<file path="src/rtl/nbit_sqrt.sv">
// Iterative integer square root: restoring two-bits-per-step digit recurrence.
// Accepts a 2N-bit radicand on start and returns floor root and remainder after N cycles.
module nbit_sqrt #(
  parameter int N = 8
) (
  input  logic           clk,
  input  logic           rst_n,
  input  logic           start,
  input  logic [2*N-1:0] radicand,
  output logic [N-1:0]   root,
  output logic [N:0]     remainder,
  output logic           busy,
  output logic           done
);

  localparam int CW = (N > 2) ? $clog2(N) : 1;

  typedef enum logic [0:0] {
    ST_IDLE = 1'b0,
    ST_CALC = 1'b1
  } state_t;

  state_t          state_r;
  logic [2*N-1:0]  x_r;
  logic [N+1:0]    r_r;
  logic [N-1:0]    q_r;
  logic [CW-1:0]   cnt_r;

  logic [N+1:0]    r_sh_s;
  logic [N+1:0]    trial_s;
  logic            ge_s;
  logic [N+1:0]    r_nxt_s;
  logic [N-1:0]    q_nxt_s;

  // One recurrence step: bring down the next radicand digit pair and try subtracting 4q+1.
  always_comb begin
    r_sh_s  = (r_r << 2) | {{N{1'b0}}, x_r[2*N-1 -: 2]};
    trial_s = ({2'b00, q_r} << 2) | {{N{1'b0}}, 2'b01};
    ge_s    = (r_sh_s >= trial_s);
    if (ge_s) begin
      r_nxt_s = r_sh_s - trial_s;
    end else begin
      r_nxt_s = r_sh_s;
    end
    q_nxt_s = {q_r[N-2:0], ge_s};
  end

  // Control FSM and datapath registers; results only move on the final step.
  always_ff @(posedge clk or negedge rst_n) begin
    if (!rst_n) begin
      state_r   <= ST_IDLE;
      x_r       <= {(2*N){1'b0}};
      r_r       <= {(N+2){1'b0}};
      q_r       <= {N{1'b0}};
      cnt_r     <= {CW{1'b0}};
      root      <= {N{1'b0}};
      remainder <= {(N+1){1'b0}};
      busy      <= 1'b0;
      done      <= 1'b0;
    end else begin
      done <= 1'b0;
      case (state_r)
        ST_IDLE: begin
          if (start) begin
            x_r     <= radicand;
            r_r     <= {(N+2){1'b0}};
            q_r     <= {N{1'b0}};
            cnt_r   <= CW'(N - 1);
            busy    <= 1'b1;
            state_r <= ST_CALC;
          end else begin
            busy <= 1'b0;
          end
        end
        ST_CALC: begin
          x_r <= x_r << 2;
          r_r <= r_nxt_s;
          q_r <= q_nxt_s;
          if (cnt_r == {CW{1'b0}}) begin
            // Top bit of the partial remainder is provably zero here.
            root      <= q_nxt_s;
            remainder <= r_nxt_s[N:0];
            done      <= 1'b1;
            busy      <= 1'b0;
            state_r   <= ST_IDLE;
          end else begin
            cnt_r <= cnt_r - CW'(1);
          end
        end
        default: begin
          busy    <= 1'b0;
          state_r <= ST_IDLE;
        end
      endcase
    end
  end

endmodule

</file>
<file path="config.mk">
export PLATFORM = sky130hd
export DESIGN_NAME = nbit_sqrt
export DESIGN_NICKNAME = d
export VERILOG_FILES = /design/src/rtl/nbit_sqrt.sv
export SDC_FILE = /design/constraint.sdc
export NUM_CORES = 1
export LEC_CHECK = 0
export ABC_AREA = 0
export CAP_MARGIN = 30
export CORE_ASPECT_RATIO = 0.7
export CORE_MARGIN = 2
export CORE_UTILIZATION = 30
export CTS_CLUSTER_DIAMETER = 80
export DETAILED_ROUTE_END_ITERATION = 10
export HOLD_SLACK_MARGIN = 0.08
export PLACE_DENSITY_LB_ADDON = 0.1
export SYNTH_ARGS = -nofsm -noshare
export SYNTH_HDL_FRONTEND = slang
export SYNTH_SLANG_ARGS = --single-unit
</file>
<file path="constraint.sdc">
create_clock -name clk -period 3.85 [get_ports clk]
set_input_delay 0.77 -clock clk [delete_from_list [all_inputs] [get_ports clk]]
set_output_delay 0.77 -clock clk [all_outputs]
set_load 0.01 [all_outputs]
</file>
=== Word level (Yosys, flattened, before mapping) ===
Index checks and enable logic that the tools add are counted.

* Logic and storage cells: 37
* Bits in registers: 55
* Output and inout bits: 19
* Bits of input ports: 19

* $add $sub $neg: 2
* Mux-type cells: 17
* $lt $le $gt $ge: 1
* Equal/unequal tests: 3
* Bitwise gates (word level): 2
* Reduce and logical (&&, ||, !) cells: 3

{| class="wikitable"
|+ Operator list
! cell !! count
|-
| $pmux 16 s2 || 1
|-
| $pmux 8 s2 || 2
|-
| $mux 16 || 1
|-
| $mux 8 || 2
|-
| $ge 10x10->1 || 1
|-
| $or 10x2->10 || 1
|-
| $mux 9 || 1
|-
| $sub 9x9->9 || 1
|-
| $mux 3 || 2
|-
| $pmux 3 s2 || 1
|-
| $mux 1 || 5
|-
| $ne 2x2->1 const B || 2
|-
| $pmux 1 s2 || 2
|-
| $reduce_and 2->1 || 2
|-
| $logic_not 3->1 || 1
|-
| $sub 3x1->3 const B || 1
|-
| $ne 2x1->1 const B || 1
|-
| $not 1->1 || 1
|}

=== Logic depth before layout (Yosys ltp) ===
Gate-level depths: netlist (run 1).

* Depth after elaboration: 4
* Depth in mapped cells: 9
* Depth with buffers taken out: 8

=== Least setup slack after synthesis (run 1) ===
No wires, ideal clock.

* Kind: register -> register
* Start: reg r_r[0]
* End: reg remainder[5]
* Buffers on the path: 1
* Required time: 3.725 ns
* Stages on the path, launching flop included: 9
* Data arrival time: 2.209 ns
* Period minus slack after synthesis: 2.333 ns
* Setup time: 0.125 ns
* Path slack: 1.517 ns
* Path through: dfrtp_1 -> ha_1 -> nor2b_4 -> o31ai_4 -> o211ai_1 -> a211o_1 -> buf_6 -> mux2_4 -> mux2_2

* Longest elaborated chain between the ends: 3
* Elaborated cells between the ends (all ways): 4
* Classes of those cells: add/sub: 1; order compare: 1; mux: 1; bitwise: 1

{| class="wikitable"
|+ Ends and longest elaborated chain
! item !! RTL line !! source
|-
| start, declared || 25 || <nowiki>logic [N+1:0] r_r;</nowiki>
|-
| start signal, assigned || 53 || <nowiki>r_r <= {(N+2){1'b0}};</nowiki>
|-
| start signal, assigned || 66 || <nowiki>r_r <= {(N+2){1'b0}};</nowiki>
|-
| start signal, assigned || 77 || <nowiki>r_r <= r_nxt_s;</nowiki>
|-
| $or 10x2->10 * || 37 || <nowiki>r_sh_s = (r_r << 2) | {{N{1'b0}}, x_r[2*N-1 -: 2]};</nowiki>
|-
| $sub 9x9->9 or $ge 10x10->1 (tied branches) || 41, 39 ||
|-
| $mux 9 * || 40 || <nowiki>if (ge_s) begin</nowiki>
|-
| end signal, assigned || 57 || <nowiki>remainder <= {(N+1){1'b0}};</nowiki>
|-
| end signal, assigned || 82 || <nowiki>remainder <= r_nxt_s[N:0];</nowiki>
|-
| end, declared || 11 || <nowiki>output logic [N:0] remainder,</nowiki>
|}

Every way passes the cells marked *; elsewhere a longest branch is shown, timed or not.
A chain may end at the register's enable or synchronous reset.

=== Worst setup path in the final report (run 1) ===
* Start: reg r_r[0]
* End: reg remainder[6]

The elaborated chain is that of the path after synthesis.

==> results.yml, run 1 <==
global_route:
  grt_use_total_pct: 13.2
  grt_pass1_wl_mm: 10.3
  grt_pass1_vias: 1914
  grt_max_degree: 64
  antenna_found_initial: 0
  overflow: 0
power_and_ir_drop:
  switching_share_pct: 40.2
  p_clk_share_pct: 14.0
  ir_worst_vdd_uv: 311
  cellPowerDensity_nw_per_um2: 947
  p_seq_share_pct: 31.8
  netSwitchingPower_uw: 1270
  p_leak_uw: 0.00154
  intPower_uw: 1890
  power_frac_comb_pct: 54.2
setup_path:
  worstPathMaxFanout: 12
  r2r-start: "r_r[0]"
  crit_type: "reg -> reg"
  reg2reg_depth: 7
  rrSetupSlack_ns: 1.22
  critPathLaunchType: "register"
  r2r-end: "remainder[6]"
  crit_arrival_ns: 2.81
  critPathRequiredTime_ns: 4.03
  end_kind: "register"
timing:
  finalSetupTns_ns: 0
  rsz0062_at_grt: "false"
  fin_skew_ns: 0.0113
  min_period_ns: 2.63
  worst_slew_pin_slew_ns: 0.835
  slew_headroom_pct: 44.3
  fmax_mhz: 381
  setup_viol: 0
  hold_viol: 0
  fin_crit_sh_pct: 68.2
  slew_violations: 0
  finalHoldWorstSlack_ns: 0.475
detailed_routing:
  drc: 0
  via_per_inst: 4.52
  drtIter0Drc: 123
  drt_wl_total_mm: 6.01
  ant_nets: 0
  wire_per_inst_um: 14.3
  num_vias: 1904
  firstDrtPassIters: 4
layout:
  n_antenna_cell: 0
  fillers: 881
  fin_cells: 421
  drive_above_1_share_pct: 6.98
  final_util_pct: 38.7
  layout_common_cells: "dfrtp_1 (54), nand2_1 (52), clkdlybuf4s50_1 (36), o21ai_0 (31), mux2i_1 (24)"
  mostFrequentLayoutCell: "dfrtp_1"
  syn_to_final_growth_pct: 23.2
  nets: 331
clocking:
  cts_tree: "yes"
  cts_buffers: 5
  cts_max_path_buffers: 2
  cts_resized: 0
  postCtsHoldBufs: 0
  clkSlewWorstSetupHoldPaths_ns: 0.07
  clk_latency_ns: 0.30
  ctsHtreeMaxLevel: 2
  clock_sinks: 55
  root_buffer: "clkbuf_16"
  postCtsSetupBuffers: 0
floorplan:
  rows: 28
  core_um2: 8620
  fp.dieH_um: 83.5
  io_pins: 38
  initial_utilization_pct: 31.4
  die_w_um: 118
  die_area_um2: 9810
synth:
  netlist_area_um2: 2710
  yosys_warnings: 0
  syn-num-nets: 296
  yosysSeqAreaShare_pct: 50.9
  syn_area_per_cell_um2: 10.2
  ys_seq_elements: 55
  synth_cells: 265
  ys_types: 34
outcome:
  status: "completed"
placed_design:
  place_congestion: 0.788
  portBuffers: 37
  dpl.hpwl_mm: 4.23
  placed_cells: 413
min_path:
  hp-class: "reg -> reg"
  hold_depth: 2
  min_to: "q_r[3]"
  min-delay-start: "q_r[2]"
run:
  maxCapViolCount: 0
## critical path: stages (launching register included)
cell,delay [ns]
dfrtp_1,0.40
ha_1,0.38
nor2b_4,0.17
o31ai_4,0.22
o211ai_1,0.14
a211o_1,0.54
mux2_2,0.39
mux2_2,0.26
## flip-flops by register name (all words and copies together) (netlist names)
signal,cells
x_r,16
q_r,8
root,8
busy,1
state_r,1
cnt_r,3
r_r,8
remainder,9
done,1
## metrics by stage
step | area (um^2) | worst slack (ns) | total power (uW)
after detailed placement | 3200 | 1.22 | 2750
after global placement | 3200 | 1.31 | 2740
final | 3330 | 1.22 | 3160
after CTS | 3330 | 1.20 | 3210
after floorplan | 2710 | 1.52 | 2230
after global routing | 3330 | 1.09 | 3470
## metal layers
metal	vias up	wire length [um]	global-route usage (%)
met1	894	3260	19.4
met5	-	0	0
met3	8	215	3.62
li1	974	-	-
met4	0	70	3.29
met2	28	2460	18.9
## cells by family after synthesis
family                     count (synthesis)  share of synthesized area [%]
and+or+nand+nor                           73                           11.5
AOI/OAI and AO/OA                         58                           13.4
DFF                                       55                           50.9
muxes                                     31                           11.9
buffers and inverters                     28                           4.16
adders and majority gates                 12                           5.55
xor gates and xnor gates                   8                           2.59
## cell usage after synthesis
cell type	n	area share [%]
a211o_1	1	0.32
a21o_1	2	0.55
a21oi_1	7	1.3
a22o_1	2	0.65
buf_1	1	0.14
buf_6	1	0.42
clkbuf_1	11	1.5
clkinv_1	1	0.14
dfrtp_1	55	51
ha_1	12	5.5
inv_1	14	1.9
mux2_2	6	2.5
mux2_4	1	0.55
mux2i_1	24	8.9
nand2_1	52	7.2
nand2b_1	1	0.23
nand3_1	2	0.37
nand3b_1	1	0.28
nand4b_1	1	0.32
nor2_1	8	1.1
nor2b_1	2	0.46
nor2b_4	1	0.51
nor3_1	4	0.74
nor3b_1	1	0.28
o211a_1	1	0.37
o211ai_1	2	0.55
o21a_1	1	0.28
o21ai_0	31	5.7
o221ai_1	1	0.32
o31a_1	1	0.32
o31ai_1	8	2.2
o31ai_4	1	0.79
xnor2_1	5	1.6
xor2_1	3	0.97
## worst max path at each step
| stage | to | start | slack, ns | cells after the start |
|---|---|---|---|---|
| 2_1_floorplan | remainder[5] | r_r[0] | 1.52 | 8 |
| 3_3_place_gp | remainder[5] | r_r[0] | 1.31 | 7 |
| 3_5_place_dp | remainder[7] | r_r[0] | 1.22 | 7 |
| 4_1_cts | remainder[6] | r_r[0] | 1.20 | 7 |
| 5_1_grt | remainder[7] | r_r[0] | 1.09 | 7 |
| 6_report | remainder[6] | r_r[0] | 1.22 | 7 |
## power groups by stage
stage               clock network (uW)  logic (uW)  registers, uW
finish                             443        1710           1000
global route                       494        1940           1040
CTS                                464        1740           1010
detailed placement                   0        1730           1020
global placement                     0        1720           1020
floorplan                            0        1220           1010
## layout make-up
type | instances | area [um^2] | share of cell area, %
clock buffer | 7 | 133 | 3.98
clock inverter | 1 | 5.00 | 0.150
inverter | 15 | 56.3 | 1.69
multi-input combinational | 182 | 1220 | 36.5
sequential | 55 | 1380 | 41.3
tap | 120 | 150 | 4.50
timing repair buffer | 41 | 395 | 11.9
Note: power is estimated with default switching activity, not from simulation.
==> run 2: changes to the inputs <==
==> constraint.sdc (replaced) <==
create_clock -name clk -period 2.4 [get_ports clk]
set_input_delay 0.48 -clock clk [delete_from_list [all_inputs] [get_ports clk]]
set_output_delay 0.48 -clock clk [all_outputs]
set_load 0.01 [all_outputs]
==> results.yml, run 2 (synthesized netlist as in run 1, its figures left out) <==
setup_path:
  critPathRequiredTime_ns: 2.58
  end_kind: "register"
  crit_family: "compound AO/OA/AOI/OAI gates"
  crit_chain: "ha_1 -> nor2b_4 -> o31ai_4 -> o211ai_1 -> a211o_2 -> mux2_4 -> mux2_2"
  critPathLaunchType: "register"
  rrSetupSlack_ns: 0.07
  worstPathMaxFanout: 5
  worstPathBufferInverterCount: 0
  path_depth: 7
  reg2reg_depth: 7
  r2r-start: "r_r[0]"
  crit_type: "reg -> reg"
  crit_slowest_cell: "dfrtp_1"
  crit_arrival_ns: 2.51
  r2r-end: "remainder[5]"
  critPathMaxStageDelay_ns: 0.40
timing:
  fmax_mhz: 430
  slew_headroom_pct: 59.0
  finalSetupTns_ns: 0
  slew_violations: 0
  rsz0062_at_grt: "false"
  min_period_ns: 2.33
  fin_skew_ns: 0.00268
  setup_viol: 0
  hold_viol: 0
  fin_crit_sh_pct: 96.9
  setup_ws_ns: 0.0749
  worst_slew_pin_slew_ns: 0.615
detailed_routing:
  wire_per_inst_um: 13.2
  drt_wl_total_mm: 5.67
  num_vias: 1943
  ant_nets: 0
  via_per_inst: 4.52
  drc: 0
  drtIter0Drc: 87
  firstDrtPassIters: 4
floorplan:
  fp.dieH_um: 83.5
  core_um2: 8620
  io_pins: 38
  die_w_um: 118
  die_area_um2: 9810
  rows: 28
  initial_utilization_pct: 31.4
layout:
  multi_input_area_um2: 1230
  regArea_um2: 1380
  n_antenna_cell: 0
  nets: 340
  mostFrequentLayoutCell: "dfrtp_1"
  layout_common_cells: "dfrtp_1 (54), nand2_1 (52), clkdlybuf4s50_1 (36), o21ai_0 (30), mux2i_1 (24)"
  syn_to_final_growth_pct: 27.5
  fillers: 887
  largest_register_ffs: 16
  biggestRegsByFlops: "x_r (16), remainder (9)"
  drive_above_1_share_pct: 11.3
  top_register: "x_r"
clocking:
  root_buffer: "clkbuf_16"
  cts_tree: "yes"
  cts_max_path_buffers: 2
  ctsHtreeMaxLevel: 2
  clk_latency_ns: 0.29
  clkSlewWorstSetupHoldPaths_ns: 0.07
  cts_buffers: 5
  clock_sinks: 55
  postCtsHoldBufs: 0
global_route:
  antenna_found_initial: 0
  grt_pass1_vias: 1974
  overflow: 0
  grt_pass1_wl_mm: 9.94
  grt_max_degree: 64
  grt_use_total_pct: 12.6
placed_design:
  portBuffers: 37
  place_congestion: 0.771
  dp_slack_ns: 0.0260
  dpl.hpwl_mm: 3.95
outcome:
  status: "completed"
power_and_ir_drop:
  cellPowerDensity_nw_per_um2: 1530
  ir_worst_vdd_uv: 563
  p_leak_uw: 0.00161
  p_total_uw: 5280
min_path:
  hp-class: "in -> async"
run:
  maxCapViolCount: 0
## run 2: report_power, final
part / total, uW / switching [uW] / internal (uW)
clock: 762 / 317 / 445
combinational: 2940 / 1470 / 1470
sequential: 1580 / 228 / 1350
total: 5280 / 2020 / 3270
## run 2: per-layer routing
layer	GRT usage, %	vias to the layer above	share of wire [%]
met4	4.27	0	1.6
met2	16.9	22	40
met5	0	-	0
met3	2.94	7	2.7
met1	19.5	920	56
li1	-	994	-
## run 2: worst max path at each step
stage	slack [ns]	start	end
3_5_place_dp	0.03	r_r[0]	remainder[1]
6_report	0.07	r_r[0]	remainder[5]
4_1_cts	0.02	q_r[0]	remainder[1]
2_1_floorplan	0.07	r_r[0]	remainder[5]
3_3_place_gp	0.11	r_r[0]	remainder[1]
5_1_grt	0.002	q_r[0]	remainder[5]
## run 2: timing repair
item,CTS,global route
gates cloned,0,0
endpoints found under the hold margin,0,0
buffers inserted,0,2
resized for setup,1,5
endpoints found under the setup margin,1,16
pin swaps,0,3
## run 2: worst reg2reg max path, delay by kind of cell, from the launching register on
kind            cells  cell delay, ns
mux                 2            0.59
flops               1            0.40
fa+ha+maj           1            0.32
simple gates        1            0.15
compound gates      3            0.77
## run 2: area by class of cell
class	instances	share of cell area, %
inverters	15	1.63
repair buffers	50	13.9
clock buffers	8	4.53
multi-input cells	182	35.7
well taps	120	4.35
flip-flops and latches	55	39.9
## run 2: per-stage QoR
| step | hold slack [ns] | instance area (um^2) | util (%) | cells |
|---|---|---|---|---|
| 2_1_floorplan | 0.184 | 2710 | - | 265 |
| 3_3_place_gp | 0.400 | 3260 | 37.8 | 420 |
| 3_5_place_dp | 0.399 | 3260 | 37.8 | 420 |
| 4_1_cts | 0.0812 | 3420 | 39.7 | 428 |
| 5_1_grt | 0.0929 | 3450 | 40.0 | 430 |
| 6_report | 0.0748 | 3450 | 40.0 | 430 |
==> run 3: changes to the inputs <==
==> constraint.sdc (replaced) <==
create_clock -name clk -period 2.5 [get_ports clk]
set_input_delay 0.5 -clock clk [delete_from_list [all_inputs] [get_ports clk]]
set_output_delay 0.5 -clock clk [all_outputs]
set_load 0.01 [all_outputs]
==> results.yml, run 3 (synthesized netlist as in run 1, its figures left out) <==
outcome:
  status: "completed"
detailed_routing:
  num_vias: 1936
  drtIter0Drc: 77
  drc: 0
  via_per_inst: 4.53
  drt_wl_total_mm: 5.78
  ant_nets: 0
  wire_per_inst_um: 13.5
  firstDrtPassIters: 4
setup_path:
  critPathMaxStageDelay_ns: 0.40
  end_kind: "register"
  worstPathBufferInverterCount: 2
  crit_family: "compound AO/OA/AOI/OAI gates"
  crit_arrival_ns: 2.57
  rrSetupSlack_ns: 0.15
  crit_chain: "inv_1 -> ha_1 -> o211a_1 -> o31ai_4 -> o211ai_1 -> a211o_2 -> buf_4 -> mux2_2 -> mux2i_1"
  worstPathMaxFanout: 7
  crit_type: "reg -> reg"
  critPathRequiredTime_ns: 2.71
  crit_slowest_cell: "a211o_2"
  critPathLaunchType: "register"
clocking:
  clk_latency_ns: 0.29
  clkSlewWorstSetupHoldPaths_ns: 0.07
  ctsHtreeMaxLevel: 2
  cts_resized: 0
  cts_max_path_buffers: 2
  root_buffer: "clkbuf_16"
  cts_tree: "yes"
  postCtsHoldBufs: 0
  postCtsSetupBuffers: 0
  clock_sinks: 55
  cts_buffers: 5
timing:
  slew_headroom_pct: 59.4
  worst_slew_pin_slew_ns: 0.608
  min_period_ns: 2.35
  rsz0062_at_grt: "false"
  finalHoldWorstSlack_ns: 0.127
  fmax_mhz: 425
  finalSetupTns_ns: 0
  fin_skew_ns: 0.00431
  fin_crit_sh_pct: 94.1
  setup_viol: 0
  hold_viol: 0
  slew_violations: 0
placed_design:
  portBuffers: 37
  dpl.hpwl_mm: 4.11
  place_congestion: 0.793
power_and_ir_drop:
  power_frac_comb_pct: 54.2
  switching_share_pct: 38.8
  p_clk_share_pct: 15.0
  cellPowerDensity_nw_per_um2: 1450
  intPower_uw: 3020
  netSwitchingPower_uw: 1920
  ir_worst_vdd_uv: 508
  p_seq_share_pct: 30.8
  p_leak_uw: 0.00159
global_route:
  grt_pass1_vias: 1878
  grt_pass1_wl_mm: 9.52
  antenna_found_initial: 0
  grt_max_degree: 64
  overflow: 0
  grt_use_total_pct: 12.3
floorplan:
  io_pins: 38
  die_area_um2: 9810
  initial_utilization_pct: 31.4
  die_w_um: 118
  fp.dieH_um: 83.5
  rows: 28
  core_um2: 8620
layout:
  mostFrequentLayoutCell: "dfrtp_1"
  top_register: "x_r"
  nets: 337
  n_antenna_cell: 0
  drive_above_1_share_pct: 9.45
  biggestRegsByFlops: "x_r (16), remainder (9)"
  largest_register_ffs: 16
  layout_common_cells: "dfrtp_1 (54), nand2_1 (52), clkdlybuf4s50_1 (36), o21ai_0 (31), mux2i_1 (24)"
  syn_to_final_growth_pct: 26.1
  fillers: 891
run:
  maxCapViolCount: 0
min_path:
  hp-class: "in -> async"
==> run 3: cell count changes in the layout (fill, tap and decap cells not counted), sizes merged <==
| cell | delta |
|---|---|
| buf | -3 |
==> run 3: power groups by stage <==
stage          sequential [uW]  clock, uW  combinational (uW)
3_3_place_gp              1540          0                2690
6_report                  1520        741                2680
5_1_grt                   1580        810                3020
2_1_floorplan             1560          0                1880
3_5_place_dp              1540          0                2690
4_1_cts                   1530        769                2700
==> run 3: routing by layer <==
metal  global-route usage [%]  wire length [um]  part of all wire (%)  vias to the layer above
met4                     3.61                72                   1.2                        0
met5                        0                 0                     0                        -
met1                     18.7              3140                    54                      909
met3                     3.35               201                   3.5                        8
li1                         -                 -                     -                      992
met2                     16.8              2370                    41                       27
==> run 3: final cells by class <==
| class | instances | area, um^2 | area share (%) |
|---|---|---|---|
| inverters | 15 | 56.3 | 1.65 |
| repair buffers | 47 | 453 | 13.3 |
| well taps | 120 | 150 | 4.40 |
| multi-input cells | 182 | 1220 | 35.7 |
| clock buffers | 8 | 156 | 4.58 |
| flip-flops and latches | 55 | 1380 | 40.4 |
==> run 3: through the flow <==
step	utilization [%]	instances	total power, uW	setup slack, ns	instance area (um^2)
floorplan	-	265	3440	0.167	2710
global placement	37.8	419	4230	0.203	3250
detailed placement	37.8	419	4230	0.114	3250
CTS	39.6	427	5000	0.0956	3410
global route	39.6	427	5410	0.0265	3410
finish	39.6	427	4940	0.148	3410
==> run 3: worst paths after layout <==
| check | start | end | depth (start not counted) |
|---|---|---|---|
| max in group asynchronous | rst_n | state_r | 2 |
| min | rst_n | root[6] | 1 |
| max reg2reg | q_r[1] | r_r[1] | 9 |
| min in group clk | q_r[6] | q_r[7] | 2 |
| max | q_r[1] | r_r[1] | 9 |
| min reg2reg | q_r[6] | q_r[7] | 2 |
==> edit 1 (config.mk and constraints of run 1) <==
Change the parameter `N` from 8 to 4.
--- a/src/rtl/nbit_sqrt.sv
+++ b/src/rtl/nbit_sqrt.sv
@@ -2,5 +2,5 @@
 // Accepts a 2N-bit radicand on start and returns floor root and remainder after N cycles.
 module nbit_sqrt #(
-  parameter int N = 8
+  parameter int N = 4
 ) (
   input  logic           clk,
Ports: changed (resized radicand, remainder and root); port bits go from 38 to 22. The function was not compared with the original's and may differ.
==> edit 1 against run 1 <==
- power shrank 47%
- non-clock buffer count fell by 18
- sequential share of layout area decreased by 0.076 points
- worst setup slack better by 0.54 ns
- final area down 45%
- via count down 47%
- count of clock-buffer cells in the layout unchanged
- global-route usage down 0.97 points
- wire length shrank 53%
- synthesized area down 46%
- sequential cell count shrank 25
- largest cell class unchanged
- highest routed layer unchanged
==> edit 1: results (changes against run 1) <==
STATUS
----------------------------------------------------------------------------------
Outcome                                                               complete, no violations

LAYOUT
----------------------------------------------------------------------------------
Non-clock buffers                                                               23   -44%
Number of logic inverters in the finished layout                                11   -4
Count of multi-input gates                                                      89   -51%
Fraction of area in clock buffers and inverters                             0.0502   +0.00890
# fillers                                                                      465   -47%
Core Util, Final                                                             0.385   -0.00198
Final std cells w/o fill                                                       218   -48%
Fraction of area in registers                                                0.412   -0.000762
Fraction of area in multi-input gates                                        0.352   -0.0132
Share of final-layout standard cells stronger than drive strength 1          0.106   +0.0358

GLOBAL ROUTING
----------------------------------------------------------------------------------
Global-route wire length before repair                                     5000 um   -51%
Pin count of the biggest net entering global routing                            32   -50%
Global-route met2 utilization                                                0.166   -0.0235
Global Route met3 Usage                                                     0.0452   +0.00901
Global Route Usage Sum                                                       0.122   -0.00966

DETAILED ROUTING
----------------------------------------------------------------------------------
Total vias in the final route                                                 1007   -47%
DRC violation total after the first TritonRoute iteration                       86   -30%

YOSYS
----------------------------------------------------------------------------------
Fraction of synthesized area in multiplexers                                 0.126   +0.00701
Post-synthesis share of cell area spent on xor and xnor gates               0.0301   +0.00418
Sequential cell area fraction in the yosys report                            0.515   +0.00691
Post-Synth Adder-Cell Area                                                  0.0601   +0.00466
Number of flip-flops and latches in the synthesized netlist                     30   -45%
Top cells by count, synth                                             30 x sky130_fd_sc_hd__dfrtp_1, 18 x sky130_fd_sc_hd__nand2_1, 13 x sky130_fd_sc_hd__o21ai_0
Largest cells by area after synthesis                                 sky130_fd_sc_hd__dfrtp_1 52%, sky130_fd_sc_hd__mux2i_1 8.2%, sky130_fd_sc_hd__ha_1 6.0%, sky130_fd_sc_hd__nand2_1 4.6%, sky130_fd_sc_hd__o21ai_0 4.5%
Compound-cell area share of the yosys netlist                                0.134   about the same

POWER
----------------------------------------------------------------------------------
Part of the power in combinational logic                                     0.521   -0.021
Net switching power figure                                                0.632 mW   -50%
Clk. pwr                                                                  0.262 mW   -41%
Largest vdd supply drop                                                   0.363 mV   +17%

CRITICAL PATH
----------------------------------------------------------------------------------
CP max stage delay                                                         0.38 ns   -0.16 ns
Termination of the worst setup path                                   remainder[2]
Maximum fanout encountered on the critical timing path                           7   -5
FF-to-FF Start                                                              q_r[1]
Largest delay share family, worst path                                multiplexers
Slack of the worst reg-to-reg path                                         1.77 ns   +0.54 ns

STA
----------------------------------------------------------------------------------
Normalized max-slew margin                                                   0.489   +0.0453
Clock Skew                                                              0.00575 ns   -0.00550 ns
Final period demand of the worst path                                      2.08 ns   -0.542 ns

CLOCK TREE
----------------------------------------------------------------------------------
Clock tree root buffer cell                                           sky130_fd_sc_hd__clkbuf_8
Insertion delay to the later sink of the worst-skew pair                   0.28 ns   -0.02 ns

PLACEMENT
----------------------------------------------------------------------------------
RePlAce Congestion                                                           0.752   -4.5%
Buffers on Ports                                                                21   -43%
Cell Area, Placed                                                        1730 um^2   -46%
Placed Cells                                                                   210   -49%
Setup slack after placement                                                1.46 ns   +0.238 ns

## edit 1: cell count changes after synthesis, sizes merged, moves of 4 or more
cell,run 1,this run
a21oi,7,3
dfrtp,55,30
nand2,52,18
o21ai,31,14
ha,12,7
mux2i,24,12
o31ai,9,4
clkbuf,11,5
## edit 1: metal layers
| layer | up-vias | part of all wire |
|---|---|---|
| li1 | 508 | - |
| met5 | - | 0 |
| met4 | 0 | 0.017 |
| met3 | 6 | 0.046 |
| met1 | 474 | 0.52 |
| met2 | 19 | 0.41 |
## edit 1: how the worst min path moves through the flow
| stage | cells after the start | end | slack (ns) | start |
|---|---|---|---|---|
| final | 2 | root[1] | 0.48 | root[1] |
| after global routing | 2 | remainder[3] | 0.50 | remainder[3] |
| after CTS | 2 | q_r[2] | 0.48 | q_r[1] |
| after detailed placement | 2 | q_r[2] | 0.46 | q_r[1] |
| after global placement | 2 | q_r[1] | 0.46 | q_r[0] |
| after floorplan | 2 | q_r[1] | 0.45 | q_r[0] |
==> edit 2 (settings of run 1) <==
Made on the original files. Put one more register stage on the output `remainder`, cleared by the reset. The value now appears one clock later. The other outputs are not delayed to match. Comments in the files are not updated.
--- a/src/rtl/nbit_sqrt.sv
+++ b/src/rtl/nbit_sqrt.sv
@@ -20,4 +20,6 @@
     ST_CALC = 1'b1
   } state_t;
+
+  logic [N:0] remainder_s0;
 
   state_t          state_r;
@@ -55,5 +57,5 @@
       cnt_r     <= {CW{1'b0}};
       root      <= {N{1'b0}};
-      remainder <= {(N+1){1'b0}};
+      remainder_s0 <= {(N+1){1'b0}};
       busy      <= 1'b0;
       done      <= 1'b0;
@@ -80,5 +82,5 @@
             // Top bit of the partial remainder is provably zero here.
             root      <= q_nxt_s;
-            remainder <= r_nxt_s[N:0];
+            remainder_s0 <= r_nxt_s[N:0];
             done      <= 1'b1;
             busy      <= 1'b0;
@@ -96,4 +98,12 @@
   end
 
+  always_ff @(posedge clk or negedge rst_n) begin
+    if (!rst_n) begin
+      remainder <= '0;
+    end else begin
+      remainder <= remainder_s0;
+    end
+  end
+
 endmodule
 
Function: changed (Yosys sat finds a counterexample within 10 cycles, from zero or initial values and one cycle with rst_n low).
==> edit 2 against run 1 <==
- synthesized cell count grew 6.4%
- global-route usage is essentially flat
- wire length grew 2.6%
- worst setup slack gained 0.15 ns
- sequential share of layout area grew 1.9 points
- maximum frequency grew 5.9%
- cell count grew 7.6%
- synthesized area grew 7.9%
- final area grew 11%
- first-iteration DRC count is the same
- sequential cell count grew 9
- power grew 13%
- clock power grew 73%
- critical path type unchanged
- largest power group unchanged
- highest routed layer unchanged
==> edit 2: results (changes against run 1) <==
CLOCK TREE
----------------------------------------------------------------------------------
Insertion delay to the later sink of the worst-skew pair                   0.33 ns   +0.03 ns
Clock H-tree levels                                                              3   +1
Number of CTS-inserted buffers                                                   9   +4

STA
----------------------------------------------------------------------------------
Clock Skew                                                              0.00591 ns   -0.00534 ns
WHS                                                                       0.377 ns   -0.0985 ns
Measured slew at the worst slew-check pin                                 0.810 ns   -0.0253 ns

YOSYS
----------------------------------------------------------------------------------
Number of nets in the synthesized netlist                                      313   +5.7%
Sequential cell area fraction in the yosys report                            0.548   +0.0399
Top cells by count, synth                                             64 x sky130_fd_sc_hd__dfrtp_1, 58 x sky130_fd_sc_hd__nand2_1, 30 x sky130_fd_sc_hd__o21ai_0
Number of instances in the synthesized netlist                                 282   +6.4%
Commonest register cell after synthesis                               sky130_fd_sc_hd__dfrtp_1
Largest cells by area after synthesis                                 sky130_fd_sc_hd__dfrtp_1 55%, sky130_fd_sc_hd__mux2i_1 8.2%, sky130_fd_sc_hd__nand2_1 7.5%, sky130_fd_sc_hd__ha_1 5.1%, sky130_fd_sc_hd__o21ai_0 5.1%

CRITICAL PATH
----------------------------------------------------------------------------------
Reg2reg path depth                                                               8   +1
Arrival time worst endpoint                                                2.72 ns   -0.09 ns
Slack of the worst reg-to-reg path                                         1.37 ns   +0.15 ns

LAYOUT
----------------------------------------------------------------------------------
Top flop regs                                                         x_r (16), remainder (9), remainder_s0 (9)
Share of final-layout standard cells stronger than drive strength 1         0.0769   +0.00716
# fillers                                                                      972   +10%
Final std cells w/o fill                                                       453   +7.6%
Fin nets                                                                       351   +6.0%

HOLD PATH
----------------------------------------------------------------------------------
Depth of the worst hold-timing path                                              0   -2

PLACEMENT
----------------------------------------------------------------------------------
Cell Area, Placed                                                        3420 um^2   +6.9%
Post-detail-place hpwl                                                     4140 um   -2.1%
RePlAce Congestion                                                           0.742   -5.8%
Placed Cells                                                                   437   +5.8%

GLOBAL ROUTING
----------------------------------------------------------------------------------
Global-route wire length before repair                                    10300 um   -0.33%
Global Route Usage Sum                                                       0.132   +0.000234
Pin count of the biggest net entering global routing                            65   +1.6%

DETAILED ROUTING
----------------------------------------------------------------------------------
Detailed-route wire length per cell                                        13.6 um   -4.6%
Total vias in the final route                                                 2055   +7.9%

STATUS
----------------------------------------------------------------------------------
Outcome                                                               complete, no violations

POWER
----------------------------------------------------------------------------------
Cell leakage power                                                         1.71 nW   +11%
Largest vdd supply drop                                                   0.318 mV   +2.3%

## edit 2: changes by cell type after synthesis, moves of 2 or more
cell                      delta
sky130_fd_sc_hd__o21ai_1     +6
sky130_fd_sc_hd__a22o_1      -2
sky130_fd_sc_hd__nand2_1     +6
sky130_fd_sc_hd__mux2_2      -6
sky130_fd_sc_hd__inv_1       +2
sky130_fd_sc_hd__o22ai_1     +3
sky130_fd_sc_hd__dfrtp_1     +9
## edit 2: power breakdown
part | switching [mW] | leakage, nW | internal [mW] | total, mW
clock network | 0.283 | 0.145 | 0.484 | 0.768
logic | 0.899 | 0.757 | 0.751 | 1.65
registers | 0.168 | 0.812 | 0.978 | 1.15
## edit 2: layer usage
| metal | wire, um | GRT usage | share of wire | vias to the layer above |
|---|---|---|---|---|
| met5 | 0 | 0 | 0 | - |
| met4 | 82 | 0.0439 | 0.013 | 0 |
| met3 | 301 | 0.0651 | 0.049 | 7 |
| met2 | 2520 | 0.175 | 0.41 | 35 |
| met1 | 3260 | 0.185 | 0.53 | 971 |
| li1 | - | - | - | 1042 |
## edit 2: path summary, 6_finish.rpt
path / end / startpoint
setup / recovery: remainder_s0[1] / q_r[0]
setup reg to reg: remainder_s0[1] / q_r[0]
max in group asynchronous: x_r[5] / rst_n
hold / removal: remainder[4] / remainder_s0[4]
min in group asynchronous: remainder[7] / rst_n
hold reg to reg: remainder[4] / remainder_s0[4]
## edit 2: metrics by stage
step            util  worst slack [ns]
5_1_grt        0.387              1.23
6_report       0.387              1.37
4_1_cts        0.387              1.36
2_1_floorplan      -              1.77
3_5_place_dp   0.357              1.38
3_3_place_gp   0.357              1.49
## edit 2: logic make-up (layout without fill, tap and decap cells)
family / count (synthesis) / after routing / share of synthesized area
buffers and inverters: 31 / 74 / 0.0428
xor gates and xnor gates: 8 / 8 / 0.0240
adders and majority gates: 12 / 12 / 0.0514
and+or+nand+nor: 78 / 78 / 0.111
AOI/OAI and AO/OA: 64 / 64 / 0.135
muxes: 25 / 25 / 0.0874
DFF: 64 / 64 / 0.548
## edit 2: worst max-delay path, cell delays in order (launching register included)
cell and delay, ns:
sky130_fd_sc_hd__dfrtp_1 0.37, sky130_fd_sc_hd__inv_1 0.11, sky130_fd_sc_hd__ha_1 0.31, sky130_fd_sc_hd__nor2b_4 0.17, sky130_fd_sc_hd__o31ai_4 0.22, sky130_fd_sc_hd__o211ai_1 0.14, sky130_fd_sc_hd__a211o_1 0.55, sky130_fd_sc_hd__mux2_4 0.40
sky130_fd_sc_hd__o21ai_1 0.13
## edit 2: area by class of cell
cell class	instances	area, um^2	share of cell area
multi-input cells	187	1190	0.322
well taps	128	160	0.0432
clock inverters	3	15.0	0.00405
flip-flops and latches	64	1600	0.432
repair buffers	42	403	0.109
clock buffers	13	270	0.0730
inverters	16	60.1	0.0162
